[config.mk]
export PLATFORM = sky130hd
export DESIGN_NAME = dmem_port_arbiter
export DESIGN_NICKNAME = d
export VERILOG_FILES = /design/src/rtl/dmem_port_arbiter.sv
export SDC_FILE = /design/constraint.sdc
export NUM_CORES = 1
export LEC_CHECK = 0
export CORE_AREA = 2 2 205 207
export DETAILED_ROUTE_END_ITERATION = 8
export DIE_AREA = 0 0 207 209
export GPL_TIMING_DRIVEN = 0
export SETUP_SLACK_MARGIN = 0.1
export SLEW_MARGIN = 10
export SYNTH_ARGS = -nofsm -noshare
export SYNTH_HDL_FRONTEND = slang
export SYNTH_SLANG_ARGS = --single-unit
[constraint.sdc]
create_clock -name clk_i -period 4.67 [get_ports clk_i]
set_clock_uncertainty 0.15 [all_clocks]
set_input_delay 0.7005 -clock clk_i [delete_from_list [all_inputs] [get_ports clk_i]]
set_output_delay 0.7005 -clock clk_i [all_outputs]
set_load 0.01 [all_outputs]
[src/rtl/dmem_port_arbiter.sv]
// Arbitrates the single data-memory request/response port among NUM_REQ requesters.
// One transaction in flight at a time; the response is routed back to the granted owner.
module dmem_port_arbiter #(
  parameter int NUM_REQ    = 2,
  parameter int ADDR_W     = 32,
  parameter int WDATA_W    = 32,
  parameter int LINE_W     = 128,
  parameter int FIXED_PRIO = 1,
  parameter int STARVE_LIM = 4
) (
  input  logic                         clk_i,
  input  logic                         rst_i,
  input  logic [NUM_REQ-1:0]           req_valid_i,
  output logic [NUM_REQ-1:0]           req_ready_o,
  input  logic [NUM_REQ*ADDR_W-1:0]    req_addr_i,
  input  logic [NUM_REQ-1:0]           req_we_i,
  input  logic [NUM_REQ*WDATA_W-1:0]   req_wdata_i,
  output logic [NUM_REQ-1:0]           rsp_valid_o,
  input  logic [NUM_REQ-1:0]           rsp_ready_i,
  output logic [ADDR_W-1:0]            rsp_addr_o,
  output logic [LINE_W-1:0]            rsp_data_o,
  output logic                         mem_req_valid_o,
  input  logic                         mem_req_ready_i,
  output logic [ADDR_W-1:0]            mem_addr_o,
  output logic                         mem_we_o,
  output logic [WDATA_W-1:0]           mem_wdata_o,
  input  logic                         mem_rsp_valid_i,
  output logic                         mem_rsp_ready_o,
  input  logic [ADDR_W-1:0]            mem_rsp_addr_i,
  input  logic [LINE_W-1:0]            mem_rsp_data_i,
  output logic                         busy_o,
  output logic [$clog2(NUM_REQ)-1:0]   owner_o,
  output logic                         stray_rsp_o
);

  // state    | meaning
  // IDLE     | arbitrate; winner offered combinationally this cycle
  // OFFER    | request presented, not yet accepted; grant locked to owner
  // WAIT_RSP | one request outstanding; response routed to owner

  localparam int IDX_W = $clog2(NUM_REQ);
  localparam int CNT_W = $clog2(STARVE_LIM + 1);
  localparam logic [CNT_W-1:0] STARVE_MAX = CNT_W'(STARVE_LIM);
  localparam logic [IDX_W-1:0] LAST_IDX   = IDX_W'(NUM_REQ - 1);

  typedef enum logic [1:0] {
    IDLE,
    OFFER,
    WAIT_RSP
  } state_t;

  state_t             state_q, state_d;
  logic [IDX_W-1:0]   owner_q, owner_d;
  logic [IDX_W-1:0]   rr_q;
  logic [CNT_W-1:0]   starve_q;
  logic               stray_q;
  logic [IDX_W-1:0]   sel;
  logic [IDX_W-1:0]   mux_idx;
  logic               any_valid;
  logic               others_valid;
  logic               req_hs;

  function automatic logic [IDX_W-1:0] fixed_pick(input logic [NUM_REQ-1:0] v);
    logic [IDX_W-1:0] pick;
    pick = '0;
    for (int i = NUM_REQ - 1; i >= 0; i--) begin
      if (v[i]) pick = i[IDX_W-1:0];
    end
    return pick;
  endfunction

  function automatic logic [IDX_W-1:0] rr_pick(input logic [NUM_REQ-1:0] v,
                                               input logic [IDX_W-1:0]   start);
    logic [IDX_W-1:0] pick;
    logic             found;
    int               idx;
    pick  = '0;
    found = 1'b0;
    for (int k = 0; k < NUM_REQ; k++) begin
      idx = int'(start) + k;
      if (idx >= NUM_REQ) idx = idx - NUM_REQ;
      if (!found && v[idx]) begin
        pick  = idx[IDX_W-1:0];
        found = 1'b1;
      end
    end
    return pick;
  endfunction

  assign any_valid    = |req_valid_i;
  assign others_valid = |req_valid_i[NUM_REQ-1:1];

  // Requester 0 is masked once it has starved the others; it still wins when alone.
  always_comb begin
    logic [NUM_REQ-1:0] cand;
    cand = req_valid_i;
    sel  = '0;
    if (FIXED_PRIO != 0) begin
      if (starve_q == STARVE_MAX && others_valid) cand[0] = 1'b0;
      sel = fixed_pick(cand);
    end else begin
      sel = rr_pick(req_valid_i, rr_q);
    end
  end

  always_comb begin
    state_d         = state_q;
    owner_d         = owner_q;
    mux_idx         = owner_q;
    mem_req_valid_o = 1'b0;
    req_ready_o     = '0;
    rsp_valid_o     = '0;
    mem_rsp_ready_o = 1'b1;
    req_hs          = 1'b0;
    case (state_q)
      IDLE: begin
        mux_idx = sel;
        if (any_valid) begin
          mem_req_valid_o  = 1'b1;
          req_ready_o[sel] = mem_req_ready_i;
          owner_d          = sel;
          req_hs           = mem_req_ready_i;
          state_d          = mem_req_ready_i ? WAIT_RSP : OFFER;
        end
      end
      OFFER: begin
        if (req_valid_i[owner_q]) begin
          mem_req_valid_o      = 1'b1;
          req_ready_o[owner_q] = mem_req_ready_i;
          req_hs               = mem_req_ready_i;
          if (mem_req_ready_i) state_d = WAIT_RSP;
        end else begin
          state_d = IDLE;
        end
      end
      WAIT_RSP: begin
        rsp_valid_o[owner_q] = mem_rsp_valid_i;
        mem_rsp_ready_o      = rsp_ready_i[owner_q];
        if (mem_rsp_valid_i && rsp_ready_i[owner_q]) state_d = IDLE;
      end
      default: state_d = IDLE;
    endcase
    if (rst_i) begin
      mem_req_valid_o = 1'b0;
      req_ready_o     = '0;
      rsp_valid_o     = '0;
      mem_rsp_ready_o = 1'b1;
      req_hs          = 1'b0;
    end
  end

  always_ff @(posedge clk_i) begin
    if (rst_i) begin
      state_q  <= IDLE;
      owner_q  <= '0;
      rr_q     <= '0;
      starve_q <= '0;
      stray_q  <= 1'b0;
    end else begin
      state_q <= state_d;
      owner_q <= owner_d;
      if (mem_rsp_valid_i && state_q != WAIT_RSP) stray_q <= 1'b1;
      if (req_hs) begin
        if (FIXED_PRIO != 0) begin
          if (owner_d != '0) begin
            starve_q <= '0;
          end else if (others_valid && starve_q != STARVE_MAX) begin
            starve_q <= starve_q + 1'b1;
          end
        end else begin
          rr_q <= (owner_d == LAST_IDX) ? '0 : owner_d + 1'b1;
        end
      end
    end
  end

  assign mem_addr_o  = req_addr_i[int'(mux_idx) * ADDR_W +: ADDR_W];
  assign mem_wdata_o = req_wdata_i[int'(mux_idx) * WDATA_W +: WDATA_W];
  assign mem_we_o    = req_we_i[mux_idx];
  assign rsp_addr_o  = mem_rsp_addr_i;
  assign rsp_data_o  = mem_rsp_data_i;
  assign busy_o      = (state_q != IDLE);
  assign owner_o     = owner_q;
  assign stray_rsp_o = stray_q;

endmodule

**Word level (Yosys, flattened, before mapping)**

Cells that the tools add are included.

- Bits in registers: 7
- Latch bits: 0
- Bits in writable memories: 0
- Bits in read-only memories: 0
- Input bits: 298
- Output and inout bits: 234
- Word-level logic and storage cells: 75
- Memories: 0

- Add/sub/neg operators: 1
- Multiply operators: 0
- Divide/modulo/power cells: 0
- Order comparisons: 5
- Equal/unequal tests: 8
- Shifts and indexed selects: 2
- Multiplexer cells: 40
- Bitwise logic cells: 3
- Reductions and logical operators: 12

Operator list:

| kind | count |
|---|---|
| indexed part select 64 x 7 -> 32 bit | 2 |
| 2-to-1 mux 1 bit | 22 |
| 2-to-1 mux 2 bit | 10 |
| AND 2 bit | 3 |
| logical AND 1 bit | 6 |
| less-than comparator 1 x 2 -> 1 bit, second input constant | 3 |
| 2-to-1 mux 3 bit | 2 |
| inequality test 2 bit, second input constant | 3 |
| inequality test 3 bit, second input constant | 2 |
| one-hot mux 2 bit (3 select lines) | 1 |
| one-hot mux 1 bit (2 select lines) | 2 |
| one-hot mux 2 bit (2 select lines) | 1 |
| nonzero test 2 bit | 2 |
| adder 3 x 1 -> 3 bit, second input constant | 1 |
| equality test 3 bit, second input constant | 1 |
| AND reduction 3 bit | 1 |
| demux 1 bit (select 1 bit) | 2 |
| equality test 2 x 1 -> 1 bit, second input constant | 1 |
| equality test 2 bit, second input constant | 1 |
| greater-or-equal comparator 1 bit, second input constant | 2 |
| zero test 2 bit | 1 |
| AND reduction 2 bit | 1 |
| OR reduction 2 bit | 1 |

**Longest topological paths before layout**

Gate-level depths: netlist (run 1).

- Depth after elaboration: 12
- Gate-level depth with buffers: 8

**Least setup slack after synthesis (run 1)**

Ideal clock, no wire load.

- Path type: input to output
- From: input port req_valid_i[0]
- To: output port mem_addr_o[0]
- Data arrival time: 1.684 ns
- Data required time: 3.819 ns
- Slack: 2.135 ns
- Cell stages on the path: 6
- Buffers on the path: 2
- Path through: a21bo_2 > nand3_2 > nand2_1 > buf_6 > buf_6 > mux2_4

- Word-level cells in the longest chain between the ends: 4

RTL lines:

| element | RTL line | source |
|---|---|---|
| start: declaration | 13 | `input logic [NUM_REQ-1:0] req_valid_i,` |
| 2-to-1 mux 1 bit | 99 | `if (starve_q == STARVE_MAX && others_valid) cand[0] = 1'b0;` |
| 2-to-1 mux 1 bit | 67 | `if (v[i]) pick = i[IDX_W-1:0];` |
| 2-to-1 mux 1 bit | 115 | `case (state_q)` |
| indexed part select 64 x 7 -> 32 bit | 177 | `assign mem_addr_o = req_addr_i[int'(mux_idx) * ADDR_W +: ADDR_W];` |
| end: declaration | 24 | `output logic [ADDR_W-1:0] mem_addr_o,` |

Every way passes these cells.

**Worst setup path in the final report (run 1)**

- From: input port req_valid_i[0]
- To: output port mem_wdata_o[10]

- Word-level cells in the longest chain between the ends: 4

RTL lines:

| element | RTL line | source |
|---|---|---|
| 2-to-1 mux 1 bit | 99 |  |
| 2-to-1 mux 1 bit | 67 |  |
| 2-to-1 mux 1 bit | 115 |  |
| indexed part select 64 x 7 -> 32 bit | 178 | `assign mem_wdata_o = req_wdata_i[int'(mux_idx) * WDATA_W +: WDATA_W];` |
| end: declaration | 26 | `output logic [WDATA_W-1:0] mem_wdata_o,` |

Every way passes these cells.

==> results.ini, run 1 <==
[die]
start_util_pct = 6.60
io_pins = 532
coreArea_um2 = 41300
num_rows = 75
dieArea_um2 = 43300
die_w_um = 207
die_h_um = 209

[drt]
via_per_inst = 2.65
drt.antenna.violating_nets = 0
wl_per_cell_um = 12.7
vias = 3220
dr.first_iter.drc_count = 72
drcViolationCount = 0
wirelength_mm = 15.4
first_pass_iters = 4

[clocking]
cts_setup_buffers = 0
cts_buffers = 3
clockRootBuffer = clkbuf_16
clock_latency_ps = 240
clockBufferDepth = 2
cts_hold_buffers = 0
cts_sinks = 7
cts_resized = 0
clk_transition_reported_paths_ps = 40
h-tree-depth = 1
cts_tree = done

[critical_path]
crit_arrival_ps = 3180
critical_path_class = primary input to primary output
startpoint_type = primary input
cp.required_ps = 3820
critPathMaxFanout = 10
end_kind = primary output

[global_route]
antenna_found_initial = 1
grt_max_degree = 11
overflow = 0
grt_pass1_vias = 3238
grt_pass1_wl_mm = 21.3
track_usage_pct = 6.34

[timing]
slew_headroom_pct = 67.6
tightest_slew_ps = 480
setup_tns_ps = 0
hold_viol = 0
drv_slew = 0
grt_setup_unrepaired = no
max_freq_mhz = 248
finalCriticalPeriod_ps = 4030
finalSetupViolCount = 0
fin_crit_sh_pct = 86.2

[logic_synthesis]
synth_edf_count = 0
synth_top_cell_by_area = buf_4
seq_area_frac_synth_pct = 5.14
synth_most_common_cell = buf_4
yosys_warnings = 0
ys_top_cells_by_count = buf_4, mux2_4, nor2_1
synthCells = 301
synth_top_area_share_pct = 44.1
ys_ff_latch = 7
synth_cell_types = 38
syn_nets = 601
synth_area_per_cell_um2 = 9.06
synth_area_um2 = 2730
synthTopCellsByArea = buf_4, mux2_4, dfxtp_1
synthFlopType = dfxtp_1
async_flop_share_pct = 0

[worst_hold_path]
hold_path.class = register to register

[layout]
nets = 976
ff_latch_area_um2 = 140
post-route-util_pct = 17.4
syn2layout_area_growth_pct = 164
fill_cells = 4575
drive_above_1_share_pct = 35.3
multi_input_area_um2 = 1280

[pwr]
p_leak_nw = 2.94
netSwitchingFraction_pct = 29.6
seqPwrFrac_pct = 6.8
vdd_drop_max_mv = 0.110
intPower_mw = 0.684
p_switching_mw = 0.287
powerDensity_nw_per_um2 = 135
p_clk_share_pct = 15.3
comb_power_share_pct = 77.9
p_total_mw = 0.971

[status]
outcome = finished clean

[flow_run]
drv_cap = 0

[placement]
port_buffers = 370
routabilityCongestion = 0.783
dp_hpwl_mm = 13.9

==> layout make-up <==
cell class | count | area share (%)
timing repair buffer | 370 | 51.5
sequential | 7 | 1.95
multi-input combinational | 119 | 17.8
inverter | 4 | 0.209
buffer | 171 | 18.0
tap | 539 | 9.39
antenna | 1 | 0.0348
clock buffer | 4 | 1.10
==> cell usage in the layout (no fill, tap or decap), types with 2 or more instances in the layout <==
master,instances
nand2_1,6
buf_6,6
nor2_1,13
mux2_1,5
clkbuf_16,3
buf_2,3
and3_1,2
mux2_2,10
clkdlybuf4s50_1,370
a21oi_1,2
nand3_1,2
nor2b_1,4
ha_1,2
dfxtp_1,7
nand2b_1,2
inv_1,4
buf_4,160
clkbuf_1,3
mux2_4,50
==> cells by family (layout without fill, tap and decap cells) <==
| family | Yosys count | in the layout | synth area share, % |
|---|---|---|---|
| buf+inv | 175 | 549 | 47.9 |
| mux | 66 | 66 | 34.1 |
| simple gates | 36 | 36 | 7.48 |
| compound gates | 13 | 13 | 3.81 |
| flops | 7 | 7 | 5.14 |
| fa+ha+maj | 2 | 2 | 0.918 |
| xor+xnor | 2 | 2 | 0.643 |
| other cells | 0 | 1 | 0 |
==> worst max-delay path: stages <==
cell and delay (ps):
clkdlybuf4s50_1 510, a21bo_2 280, nand3_2 80, nand2_1 250
buf_6 220, buf_6 240, mux2_4 350, clkdlybuf4s50_1 530
==> routing by layer <==
layer  vias up  track usage, %  share of wire [%]
met5         -               0                  0
met4         0           0.443               0.40
met3         7            1.43                7.7
met2       176            10.1                 47
met1      1449            9.09                 45
li1       1588               -                  -
==> final timing paths <==
check | from | end | slack, ps | cells past startpoint
min | starve_q[1] | starve_q[1] | 360 | 2
max reg2reg | starve_q[0] | starve_q[0] | 2950 | 6
max | req_valid_i[0] | mem_wdata_o[10] | 640 | 8
min reg2reg | starve_q[1] | starve_q[1] | 360 | 2
==> flip-flops by register name (all words and copies together), names as in the netlist <==
register,cells
starve_q,3
owner_o,1
state_q,2
stray_rsp_o,1
==> power by group through the flow <==
stage	sequential (mW)	combinational, mW	clock (mW)
after floorplan	0.0671	0.333	0
after global placement	0.0667	0.763	0
after detailed placement	0.0669	0.761	0
after CTS	0.0661	0.766	0.150
after global routing	0.0666	0.796	0.153
final	0.0660	0.756	0.149
==> per-stage QoR <==
step | cells | instance area [µm²] | worst slack, ps | hold WS [ps]
after floorplan | 301 | 2730 | 2140 | 331
after global placement | 1210 | 7100 | 558 | 314
after detailed placement | 1210 | 7100 | 577 | 340
after CTS | 1214 | 7180 | 575 | 360
after global routing | 1214 | 7180 | 511 | 400
final | 1215 | 7190 | 643 | 356
No activity file was read; power rests on OpenSTA's default activity.
==> inputs of run 2 (changes only) <==
Settings changed: GPL_ROUTABILITY_DRIVEN set to 0, PLACE_DENSITY set to 0.35.
==> results.ini, run 2 (synthesis results as in run 1) <==
[status]
outcome = finished clean

[layout]
top_register = starve_q
nets = 976
final_cell_mix = clkdlybuf4s50_1, buf_4, mux2_4, nor2_1, mux2_2
largestRegisters = starve_q: 3 flops, state_q: 2 flops
fill_cells = 4620
layout_commonest_cell = clkdlybuf4s50_1
antenna_cells = 0
drive_above_1_share_pct = 35.3
largest_register_ffs = 3
final_area_um2 = 7180
syn2layout_area_growth_pct = 163

[worst_hold_path]
hold_path.class = register to register
min-delay-start = stray_rsp_o

[drt]
vias = 3209
drt.antenna.violating_nets = 0
drcViolationCount = 0
wirelength_mm = 16.0
via_per_inst = 2.64
wl_per_cell_um = 13.2
dr.first_iter.drc_count = 76
first_pass_iters = 4

[pwr]
p_leak_nw = 2.94
powerDensity_nw_per_um2 = 135
vdd_drop_max_mv = 0.124
p_total_mw = 0.967

[timing]
finalSetupViolCount = 0
tightest_slew_ps = 471
setup_tns_ps = 0
hold_viol = 0
grt_setup_unrepaired = no
drv_slew = 0
timing.hold.ws_ps = 344
max_freq_mhz = 257
finalCriticalPeriod_ps = 3890
fin_crit_sh_pct = 83.2
slew_headroom_pct = 68.2

[clocking]
clock_latency_ps = 230
cts_hold_buffers = 0
cts_buffers = 3
clockBufferDepth = 2
cts_sinks = 7
cts_setup_buffers = 0
h-tree-depth = 1
cts_resized = 0
cts_tree = done
clockRootBuffer = clkbuf_16
clk_transition_reported_paths_ps = 40

[global_route]
track_usage_pct = 6.57
grt_max_degree = 11
grt_pass1_vias = 3150
antenna_found_initial = 0
overflow = 0
grt_pass1_wl_mm = 22.1

[critical_path]
reg2reg_from = state_q[0]
cp.required_ps = 3820
cpPeakStageDelay_ps = 560
crit_arrival_ps = 3040
cp-startpoint = req_valid_i[0]
startpoint_type = primary input
crit_chain = clkdlybuf4s50_1 -> a21bo_2 -> nand3_2 -> nand2_1 -> buf_6 -> buf_6 -> mux2_4 -> clkdlybuf4s50_1
end_kind = primary output
critical_path_class = primary input to primary output
critPathMaxFanout = 10
cpMaxStageDelayCell = clkdlybuf4s50_1

[die]
io_pins = 532
start_util_pct = 6.60
die_h_um = 209
die_w_um = 207
num_rows = 75
coreArea_um2 = 41300
dieArea_um2 = 43300

[placement]
port_buffers = 370
dp_hpwl_mm = 14.6
placed_area_um2 = 7100

[flow_run]
drv_cap = 0

-- run 2: cell types whose count changed in the layout (fill, tap and decap cells not counted) --
cell     previous run  this run
diode_2             1         0
-- run 2: layer usage --
metal  global-route usage, %  up-vias  wire, µm
met5                       0        -         0
met3                    1.16        4       872
met2                    11.1      155      8040
met4                   0.517        0        26
met1                    9.02     1459      7080
li1                        -     1591         -
-- run 2: final timing paths --
path                      to  slack, ps  cells after the start
max          mem_wdata_o[28]        780                      8
min              stray_rsp_o        340                      2
max reg2reg      starve_q[0]       2970                      4
min reg2reg      stray_rsp_o        340                      2
-- run 2: worst max-delay path, delay by kind of cell --
family	cells	cell delay, ps
buf+inv	4	1510
mux	1	320
compound gates	1	280
simple gates	2	200
-- run 2: layout make-up --
cell class	count	area [µm²]	share of cell area (%)
multi-input cells	119	1280	17.8
flip-flops and latches	7	140	1.95
repair buffers	370	3700	51.6
well taps	539	674	9.39
plain buffers	171	1290	18.0
clock buffers	4	78.8	1.10
inverters	4	15.0	0.209
-- run 2: stage by stage --
step	instances	worst slack (ps)	util, %
2_1_floorplan	301	2140	-
3_3_place_gp	1210	724	17.2
3_5_place_dp	1210	747	17.2
4_1_cts	1214	738	17.4
5_1_grt	1214	667	17.4
6_report	1214	784	17.4
-- run 2: where the power goes --
part / leakage, nW / switching (mW) / internal, mW
registers: 0.0574 / 0.00230 / 0.0637
logic: 2.84 / 0.244 / 0.506
clock network: 0.0382 / 0.0368 / 0.114
total: 2.94 / 0.284 / 0.683
==> inputs of run 3 (changes only) <==
Settings changed: CORE_AREA 2 2 205 207 to 2 2 208 210, DIE_AREA 0 0 207 209 to 0 0 210 212.
Clock period 4.67 ns to 3.8 ns, I/O delays scaled along.
==> results.ini, run 3 (synthesis results as in run 1) <==
[global_route]
grt.met3_usage_pct = 1.05
overflow = 0
antenna_found_initial = 1
top_usage_layer = met2
grt_pass1_wl_mm = 21.6
track_usage_pct = 6.44
grt_pass1_vias = 3125
use_met1_pct = 9.19
grt_max_degree = 11
use_met2_pct = 10.6

[drt]
drt.antenna.violating_nets = 0
via_per_inst = 2.61
first_pass_iters = 4
vias = 3189
drcViolationCount = 0
dr.first_iter.drc_count = 83
wl_per_cell_um = 13.8
wirelength_mm = 16.8

[timing]
max_freq_mhz = 289
grt_setup_unrepaired = no
finalCriticalPeriod_ps = 3460
finalSetupViolCount = 0
slew_headroom_pct = 67.3
hold_viol = 0
tightest_slew_ps = 484
timing.hold.ws_ps = 335
setup_tns_ps = 0
drv_slew = 0
fin_crit_sh_pct = 91.1

[clocking]
cts_buffers = 3
cts_tree = done
clockRootBuffer = clkbuf_16
clk_transition_reported_paths_ps = 40
clockBufferDepth = 2
h-tree-depth = 1
clock_latency_ps = 230
cts_sinks = 7

[placement]
dp_cells = 1217
placed_area_um2 = 7110
port_buffers = 370
dp_hpwl_mm = 15.3

[layout]
largest_register_ffs = 3
final_cell_mix = clkdlybuf4s50_1, buf_4, mux2_4, nor2_1, mux2_2
final_cells = 1221
multi_input_area_um2 = 1280
syn2layout_area_growth_pct = 164
final_area_um2 = 7200
ff_latch_area_um2 = 140
layout_commonest_cell = clkdlybuf4s50_1
antenna_cells = 0
drive_above_1_share_pct = 35.3
fill_cells = 4722
nets = 976
largestRegisters = starve_q: 3 flops, state_q: 2 flops
top_register = starve_q

[pwr]
vdd_drop_max_mv = 0.286
powerDensity_nw_per_um2 = 165
p_leak_nw = 2.95

[die]
die_w_um = 210
io_pins = 532
num_rows = 76
dieArea_um2 = 44500
coreArea_um2 = 42500
start_util_pct = 6.41
die_h_um = 212

[critical_path]
critPathMaxFanout = 10
cp-startpoint = req_valid_i[1]
rr_endpoint = starve_q[2]
end_kind = primary output
critical_path_class = primary input to primary output
crit_chain = clkdlybuf4s50_1 -> nand3_2 -> nand2_1 -> buf_8 -> buf_6 -> mux2_4 -> clkdlybuf4s50_1
cp_common_cell = clkdlybuf4s50_1
reg2regPathDepth = 6
cpMaxStageDelayCell = clkdlybuf4s50_1
crit_arrival_ps = 2740
reg2reg_from = starve_q[0]
reg2reg_slack_ps = 2090
startpoint_type = primary input
cpPeakStageDelay_ps = 660
cp.required_ps = 3080

[flow_run]
drv_cap = 0

[status]
outcome = finished clean

[worst_hold_path]
min-delay-start = stray_rsp_o
holdPathEnd = stray_rsp_o
hold_path.class = register to register
hold_depth = 2

==> run 3: cell types whose count changed in the layout (fill, tap and decap cells not counted) <==
| cell | delta |
|---|---|
| buf_6 | -2 |
| buf_8 | +2 |
| buf_2 | -1 |
| buf_4 | +1 |
| clkdlybuf4s50_1 | -1 |
| dlymetal6s2s_1 | +1 |
==> run 3: final cells by class <==
class	instances	area share, %
flip-flops and latches	7	1.95
plain buffers	171	18.1
inverters	4	0.208
repair buffers	370	51.4
multi-input cells	119	17.8
clock buffers	4	1.09
well taps	546	9.48
==> run 3: metal layers <==
layer | part of all wire (%) | vias up
met5 | 0 | -
li1 | - | 1590
met2 | 49 | 149
met4 | 0.24 | 0
met3 | 5.5 | 4
met1 | 45 | 1446
==> run 3: how the worst max path moves through the flow <==
stage	endpoint	slack (ps)
after floorplan	mem_addr_o[0]	1530
after global placement	mem_addr_o[17]	6
final	mem_addr_o[3]	340
after detailed placement	mem_addr_o[17]	30
after global routing	mem_addr_o[3]	160
after CTS	mem_addr_o[3]	110
==> run 3: report_power, final <==
group	total, mW	internal [mW]	switching (mW)	leakage, nW
logic	0.930	0.624	0.306	2.86
registers	0.0808	0.0783	0.00252	0.0574
clock network	0.181	0.140	0.0413	0.0382
==> run 3: stage by stage <==
| stage | worst slack [ps] | total power [mW] | utilization (%) |
|---|---|---|---|
| 2_1_floorplan | 1530 | 0.491 | - |
| 3_3_place_gp | 5.50 | 1.03 | 16.7 |
| 3_5_place_dp | 32.5 | 1.02 | 16.7 |
| 4_1_cts | 105 | 1.21 | 16.9 |
| 5_1_grt | 162 | 1.26 | 16.9 |
| 6_report | 339 | 1.19 | 16.9 |
==> run 3: timing repair <==
action	CTS	global route
gates cloned	0	0
hold endpoints to repair	0	0
endpoints found under the setup margin	8	38
buffers inserted	0	0
hold buffers	0	0
gates resized for setup	3	1
==> run 3: worst max-delay path: cells and delay by family <==
kind / cells / cell delay, ps
buf+inv: 4 / 1580
mux: 1 / 310
simple gates: 2 / 260
